[config.mk]
export PLATFORM = sky130hd
export DESIGN_NAME = simple_rx_check
export DESIGN_NICKNAME = d
export VERILOG_FILES = /design/src/rtl/simple_rx_check.sv
export SDC_FILE = /design/constraint.sdc
export NUM_CORES = 1
export LEC_CHECK = 0
export BUFFER_PORTS_ARGS = -buffer_cell sky130_fd_sc_hd__buf_2
export CAP_MARGIN = 20
export CORE_AREA = 2 2 204 206
export CTS_BUF_LIST = sky130_fd_sc_hd__clkbuf_8
export CTS_CLUSTER_DIAMETER = 50
export DETAILED_ROUTE_END_ITERATION = 6
export DIE_AREA = 0 0 206 208
export SLEW_MARGIN = 10
export SYNTH_ARGS = -nofsm -noshare
export SYNTH_HDL_FRONTEND = slang
export SYNTH_SLANG_ARGS = --single-unit
[constraint.sdc]
create_clock -name S_AXI_ACLK -period 7.6 [get_ports S_AXI_ACLK]
set_input_delay 1.52 -clock S_AXI_ACLK [delete_from_list [all_inputs] [get_ports S_AXI_ACLK]]
set_output_delay 1.52 -clock S_AXI_ACLK [all_outputs]
set_load 0.01 [all_outputs]
[src/rtl/simple_rx_check.sv]
// Receive-side checker for generator test packets: a two-beat packet (header, payload)
// is judged against expected constants, and good/bad verdicts plus byte statistics are kept.
module simple_rx_check #(
  parameter int C_S_AXIS_DATA_WIDTH  = 256,
  parameter int C_S_AXIS_TUSER_WIDTH = 128,
  // Upper header bytes are zero as emitted by the generator.
  parameter logic [C_S_AXIS_DATA_WIDTH-1:0] C_EXP_HDR =
    {128'h0, 16'h0200, 16'h0888, 48'hBBBBBBBBBBBB, 48'hAAAAAAAAAAAA},
  parameter logic [C_S_AXIS_DATA_WIDTH-1:0] C_EXP_PAYLOAD =
    256'hDDDDDDDDDDDDDCCCCCCCCCCAAAAAAAAAAAFFFFFFEEEEE,
  parameter logic [15:0] C_EXP_LEN = 16'h0040
) (
  input  logic                              S_AXI_ACLK,
  input  logic                              S_AXI_ARESET,
  input  logic [C_S_AXIS_DATA_WIDTH-1:0]    S_AXIS_TDATA,
  input  logic [C_S_AXIS_DATA_WIDTH/8-1:0]  S_AXIS_TSTRB,
  input  logic [C_S_AXIS_TUSER_WIDTH-1:0]   S_AXIS_TUSER,
  input  logic                              S_AXIS_TVALID,
  input  logic                              S_AXIS_TLAST,
  output logic                              S_AXIS_TREADY,
  input  logic                              rx_pause,
  input  logic                              rst_cntrs,
  output logic [31:0]                       good_count,
  output logic [31:0]                       err_count,
  output logic [31:0]                       byte_count,
  output logic [2:0]                        last_err,
  output logic                              pkt_good,
  output logic                              pkt_bad
);

  localparam int STRB_W = C_S_AXIS_DATA_WIDTH / 8;

  typedef enum logic [1:0] {HDR, BODY, DRAIN} state_t;

  state_t      state, state_nxt;
  logic        bad_flag, bad_flag_nxt;
  logic [2:0]  err_code, err_code_nxt;
  logic        good_hit, bad_hit;
  logic [2:0]  bad_code;
  logic        accept, strb_full, hdr_bad, pay_bad;
  logic [31:0] beat_bytes;
  logic        unused_tuser;

  assign S_AXIS_TREADY = ~rx_pause & ~S_AXI_ARESET;
  assign accept        = S_AXIS_TVALID & S_AXIS_TREADY;
  assign strb_full     = &S_AXIS_TSTRB;
  assign hdr_bad       = (S_AXIS_TDATA != C_EXP_HDR) | ~strb_full |
                         (S_AXIS_TUSER[15:0] != C_EXP_LEN);
  assign pay_bad       = (S_AXIS_TDATA != C_EXP_PAYLOAD) | ~strb_full;
  assign unused_tuser  = ^S_AXIS_TUSER[C_S_AXIS_TUSER_WIDTH-1:16];

  always_comb begin
    beat_bytes = '0;
    for (int i = 0; i < STRB_W; i++)
      beat_bytes = beat_bytes + 32'(S_AXIS_TSTRB[i]);
  end

  always_ff @(posedge S_AXI_ACLK) begin
    if (S_AXI_ARESET)
      state <= HDR;
    else if (accept)
      state <= state_nxt;
  end

  always_comb begin
    state_nxt = state;
    case (state)
      HDR:     if (!S_AXIS_TLAST) state_nxt = BODY;
      BODY:    state_nxt = S_AXIS_TLAST ? HDR : DRAIN;
      DRAIN:   if (S_AXIS_TLAST) state_nxt = HDR;
      default: state_nxt = HDR;
    endcase
  end

  // Verdict for the beat being accepted; the earliest error code of a packet sticks.
  always_comb begin
    good_hit     = 1'b0;
    bad_hit      = 1'b0;
    bad_code     = err_code;
    bad_flag_nxt = bad_flag;
    err_code_nxt = err_code;
    if (accept) begin
      case (state)
        HDR: begin
          if (S_AXIS_TLAST) begin
            bad_hit      = 1'b1;
            bad_code     = 3'd1;
            bad_flag_nxt = 1'b0;
            err_code_nxt = 3'd0;
          end else begin
            bad_flag_nxt = hdr_bad;
            err_code_nxt = hdr_bad ? 3'd2 : 3'd0;
          end
        end
        BODY: begin
          if (S_AXIS_TLAST) begin
            if (bad_flag) begin
              bad_hit = 1'b1;
            end else if (pay_bad) begin
              bad_hit  = 1'b1;
              bad_code = 3'd3;
            end else begin
              good_hit = 1'b1;
            end
            bad_flag_nxt = 1'b0;
            err_code_nxt = 3'd0;
          end else begin
            bad_flag_nxt = 1'b1;
            err_code_nxt = bad_flag ? err_code : 3'd4;
          end
        end
        DRAIN: begin
          if (S_AXIS_TLAST) begin
            bad_hit      = 1'b1;
            bad_flag_nxt = 1'b0;
            err_code_nxt = 3'd0;
          end
        end
        default: begin
          bad_flag_nxt = 1'b0;
          err_code_nxt = 3'd0;
        end
      endcase
    end
  end

  // Counter clear wins over any increment landing in the same cycle.
  always_ff @(posedge S_AXI_ACLK) begin
    if (S_AXI_ARESET) begin
      bad_flag   <= 1'b0;
      err_code   <= 3'd0;
      pkt_good   <= 1'b0;
      pkt_bad    <= 1'b0;
      good_count <= '0;
      err_count  <= '0;
      byte_count <= '0;
      last_err   <= 3'd0;
    end else begin
      bad_flag <= bad_flag_nxt;
      err_code <= err_code_nxt;
      pkt_good <= good_hit;
      pkt_bad  <= bad_hit;
      if (rst_cntrs) begin
        good_count <= '0;
        err_count  <= '0;
        byte_count <= '0;
        last_err   <= 3'd0;
      end else begin
        if (good_hit)
          good_count <= good_count + 32'd1;
        if (bad_hit) begin
          err_count <= err_count + 32'd1;
          last_err  <= bad_code;
        end
        if (accept)
          byte_count <= byte_count + beat_bytes;
      end
    end
  end

endmodule

### After elaboration in Yosys (flattened, before gate mapping)

Index checks and enable logic that the tools add are counted.

| storage, ports and cells | value |
|---|---|
| word-level logic and storage cells | 97 |
| register bits | 107 |
| bits of input ports | 422 |
| output and inout port bits | 102 |

| operators by class | value |
|---|---|
| $add $sub $neg | 34 |
| muxes and demuxes | 31 |
| reductions and logical operators | 7 |
| equality and inequality tests | 8 |
| bitwise logic cells | 8 |

Operators by type and width:

| kind | count |
|---|---|
| $ne 256x122->1 const B | 1 |
| $ne 256x180->1 const B | 1 |
| $add 32x1->32 const B | 2 |
| $add 31x1->32 | 1 |
| $add 32x32->32 | 1 |
| $reduce_and 32->1 | 1 |
| $add 30x1->31 | 1 |
| $add 29x1->30 | 1 |
| $add 28x1->29 | 1 |
| $add 27x1->28 | 1 |
| $add 26x1->27 | 1 |
| $add 25x1->26 | 1 |
| $add 24x1->25 | 1 |
| $add 23x1->24 | 1 |
| $mux 3 | 8 |
| $add 22x1->23 | 1 |
| $add 21x1->22 | 1 |
| $add 20x1->21 | 1 |
| $add 19x1->20 | 1 |
| $add 18x1->19 | 1 |
| $add 17x1->18 | 1 |
| $add 16x1->17 | 1 |
| $add 15x1->16 | 1 |
| $ne 16x7->1 const B | 1 |
| other kinds (32) | 56 |

### Logic depth before layout (Yosys ltp)

| depth | value |
|---|---|
| depth after elaboration | 32 |
| gate-level depth with buffers | 19 |
| gate-level depth less buffers | 18 |

### Worst setup path after synthesis

Ideal clock, no wire load.

| path | value |
|---|---|
| path kind | input-to-reg |
| start point | input S_AXIS_TSTRB[0] |
| end point | register byte_count[25] |
| required time | 7.472 ns |
| arrival time | 6.293 ns |
| setup slack | 1.180 ns |
| stages on the path | 19 |
| setup time | 0.128 ns |
| buffers on the path | 1 |
| path through | fa_1 inv_1 fa_1 inv_1 fa_1 fa_1 fa_1 inv_1 fa_1 inv_1 ha_1 nor2b_1 o21ai_0 a21oi_1 o21ai_0 clkbuf_1 a2111oi_0 xnor2_1 nor2_1 |

| between the ends | value |
|---|---|
| cells in the longest elaborated chain, start to end | 32 |

RTL lines:

| element | RTL line | text |
|---|---|---|
| start: declaration | 16 | `input logic [C_S_AXIS_DATA_WIDTH/8-1:0] S_AXIS_TSTRB,` |
| $add 1x1->2 | 55 | `beat_bytes = beat_bytes + 32'(S_AXIS_TSTRB[i]);` |
| $add 2x1->3 | 55 |  |
| $add 3x1->4 | 55 |  |
| $add 4x1->5 | 55 |  |
| $add 5x1->6 | 55 |  |
| $add 6x1->7 | 55 |  |
| $add 7x1->8 | 55 |  |
| $add 8x1->9 | 55 |  |
| [... 16 more ...] | -- |  |
| $add 25x1->26 | 55 |  |
| $add 26x1->27 | 55 |  |
| $add 27x1->28 | 55 |  |
| $add 28x1->29 | 55 |  |
| $add 29x1->30 | 55 |  |
| $add 30x1->31 | 55 |  |
| $add 31x1->32 | 55 |  |
| $add 32x32->32 | 156 | `byte_count <= byte_count + beat_bytes;` |
| end signal: assignment | 156 |  |
| end: declaration | 25 | `output logic [31:0] byte_count,` |

Every way passes these cells.
A chain may end at the register's enable or synchronous reset.

### Worst setup path in the final report

| path | value |
|---|---|
| start point | input S_AXIS_TSTRB[11] |
| end point | register byte_count[20] |

| between the ends | value |
|---|---|
| cells in the longest elaborated chain, start to end | 22 |

RTL lines:

| element | RTL line |
|---|---|
| $add 11x1->12 | 55 |
| $add 12x1->13 | 55 |
| $add 13x1->14 | 55 |
| $add 14x1->15 | 55 |
| $add 15x1->16 | 55 |
| $add 16x1->17 | 55 |
| $add 17x1->18 | 55 |
| $add 18x1->19 | 55 |
| [... 6 more ...] | -- |
| $add 25x1->26 | 55 |
| $add 26x1->27 | 55 |
| $add 27x1->28 | 55 |
| $add 28x1->29 | 55 |
| $add 29x1->30 | 55 |
| $add 30x1->31 | 55 |
| $add 31x1->32 | 55 |
| $add 32x32->32 | 156 |

Every way passes these cells.

==> results.yml <==
synthesis:
  synth_warnings: 0
  ys.flop_type: "dfxtp_1"
  ys_async_sr_fraction_pct: 0
  yosysTopAreaCellShare_pct: 28.0
  syn_avg_cell_area_um2: 8.16
  synth.area.top_cells: "dfxtp_1 28%, fa_1 6.9%, nand4_1 6.6%"
  ys_seq_elements: 106
  synth_cell_types: 54
  seq_area_frac_synth_pct: 28.0
  syn_inst: 928
  synthesis.nets: 1394
  synth_area_um2: 7570
  synth_edf_count: 0
  yosys.area.top_type: "dfxtp_1"
route:
  drt_iter0_markers: 868
  first_pass_iters: 7
  vias: 9000
  postRouteWirelength_um: 32200
  via_per_inst: 4.84
  drtAntennaViolNets: 0
  drcViolationCount: 1
  wl_per_cell_um: 17.3
global_route:
  grtUsageMet2_pct: 19.9
  grt_util_all_layers_pct: 14.4
  grt_max_degree: 62
  grt.busiest_layer: "met1"
  use_met3_pct: 3.96
  grt_pass1_vias: 8435
  antenna_found_initial: 2
  gr-total-overflow: 0
  grt_first_pass_wirelength_um: 48300
  grtUsageMet1_pct: 22.0
finish:
  drive_gt1_share_pct: 33.8
  area_growth_pct: 37.6
  fillCellCount: 4486
  final_util_pct: 25.7
  nNetsFinal: 1789
  antenna_cells: 0
  final_common_cell: "buf_2"
  mostFrequentLayoutCells: "411 x buf_2, 106 x dfxtp_1, 80 x nand2_1, 80 x nand4_1, 70 x nor4_1"
timing:
  setup_viol_count_final: 0
  finalHoldViolCount: 0
  fmax_mhz: 147
  tightest_slew_ns: 1.01
  fin_skew_ns: 0.0157
  slew-limit-headroom_pct: 32.7
  timing.hold.ws_ns: 0.490
  min_period_ns: 6.79
  tns_ns: 0
  rsz0062_at_grt: "no"
  fin_ws_ns: 0.812
  finalMaxSlewViolations: 0
  fin_crit_sh_pct: 89.3
power:
  clockPowerShare_pct: 22.7
  internal_power_uw: 991
  peakVddDrop_uv: 141
  powerDensity_nw_per_um2: 153
  netSwitchingPower_uw: 603
  seqPwrFrac_pct: 35.5
  switching_share_pct: 37.8
  combPwrFrac_pct: 41.8
  p_leak_uw: 0.00436
critical_path:
  worstSetupPathType: "input pin to register"
  required_ns: 7.90
  critPathArrivalTime_ns: 7.08
  start_kind: "input pin"
  end_kind: "register"
  ff2ff_path_depth: 16
  critical_path.max_fanout: 12
cts:
  cts_tree: "yes"
  clock_latency_ns: 0.43
  cts_buffers: 9
  postCtsSetupBuffers: 0
  clk_pin_slew_ns: 0.12
  cts_resized: 0
  clk_path_buf_depth: 2
  cts.sinks: 106
  cts_root_buf: "clkbuf_8"
  cts_htree_levels: 3
  holdBufCountCts: 0
run_status:
  status: "finished, violations left"
  violations: "DRC"
worst_hold_path:
  holdCritPathClass: "register to register"
  worstHoldPathCells: 2
floorplanning:
  io_pins: 524
  rows: 74
  die_y_um: 208
  start_util_pct: 18.7
  die_x_um: 206
  core_um2: 40600
  design.die.area_um2: 42800
place:
  dp_hpwl_um: 26500
  place_ws_ns: 0.351
  portBuffers: 411
  gp_congestion: 0.888
job:
  cap_violations: 0
[power groups by stage]
stage	Clock, µW	Combinational [µW]	Sequential, µW
floorplan	0	443	579
global placement	0	646	578
detailed placement	0	665	579
CTS	376	669	566
global route	398	765	567
finish	361	667	566
[area by class of cell]
type / count / area, µm² / share of cell area (%)
tap: 532 / 666 / 6.39
clock inverter: 7 / 65.1 / 0.625
clock buffer: 9 / 124 / 1.19
inverter: 64 / 240 / 2.31
multi-input combinational: 720 / 5050 / 48.5
timing repair buffer: 422 / 2140 / 20.6
sequential: 106 / 2120 / 20.4
[layer usage]
metal	part of all wire, %	wire length [µm]
met1	50	16100
met2	41	13300
met3	7.6	2440
met4	1.0	338
met5	0.065	21
[worst max-delay path: stages]
cell and delay, ns:
buf_2 0.12, fa_1 0.54, inv_1 0.07, fa_1 0.51, fa_1 0.46, fa_1 0.50
fa_1 0.53, fa_1 0.43, fa_1 0.40, inv_1 0.09, fa_1 0.21, a21o_1 0.13
a21oi_1 0.07, nand2b_1 0.19, a21oi_1 0.82, nand4_1 0.22, xor2_1 0.20, nor2_1 0.06
[worst paths after layout]
path	from	end	slack, ns
max	S_AXIS_TSTRB[11]	byte_count[20]	0.81
min	byte_count[4]	byte_count[4]	0.49
max reg2reg	byte_count[0]	byte_count[20]	2.16
min reg2reg	byte_count[4]	byte_count[4]	0.49
[state kept, by name, indices dropped and copies added, names as in the netlist, 2 cells and up]
signal / count
byte_count: 32
err_code: 2
err_count: 32
good_count: 32
last_err: 3
state: 2
[cells in the mapped netlist, types with 4 or more instances]
cell type,instances
dfxtp_1,106
nand2_1,80
nand4_1,80
nor4_1,70
nor2_1,68
inv_1,64
nand3_1,36
or4_1,34
clkbuf_1,32
xnor2_1,30
a21oi_1,27
fa_1,26
or3_1,21
a211oi_1,19
o211ai_1,19
ha_1,18
and3_1,16
nand4b_1,14
o21ai_0,14
a2111oi_0,13
xor2_1,13
mux2i_1,12
nor3_1,12
and4_1,10
nand2b_1,9
nor4b_1,9
o41ai_1,8
o311ai_0,7
and2_1,6
and4b_1,5
nor4bb_1,5
nor3b_1,4
or4bb_1,4
[cell families (layout without fill, tap and decap cells)]
logic type,count (synthesis),after routing,synth area share (%)
AO/OA/AOI/OAI,119,119,11.0
XOR/XNOR,43,43,4.98
adder cells (fa/ha/maj),44,44,9.85
buffers and inverters,102,502,5.36
flip-flops,106,106,28.0
multiplexers,12,12,1.59
AND/OR/NAND/NOR,502,502,39.2
[per-stage QoR]
step                      instance area (µm²)  std cells  power, µW
after detailed placement                10200       1843       1240
after global routing                    10400       1860       1730
after CTS                               10400       1859       1610
final                                   10400       1860       1590
after floorplan                          7570        928       1020
after global placement                  10200       1843       1220
(Power assumes the default switching activity.)
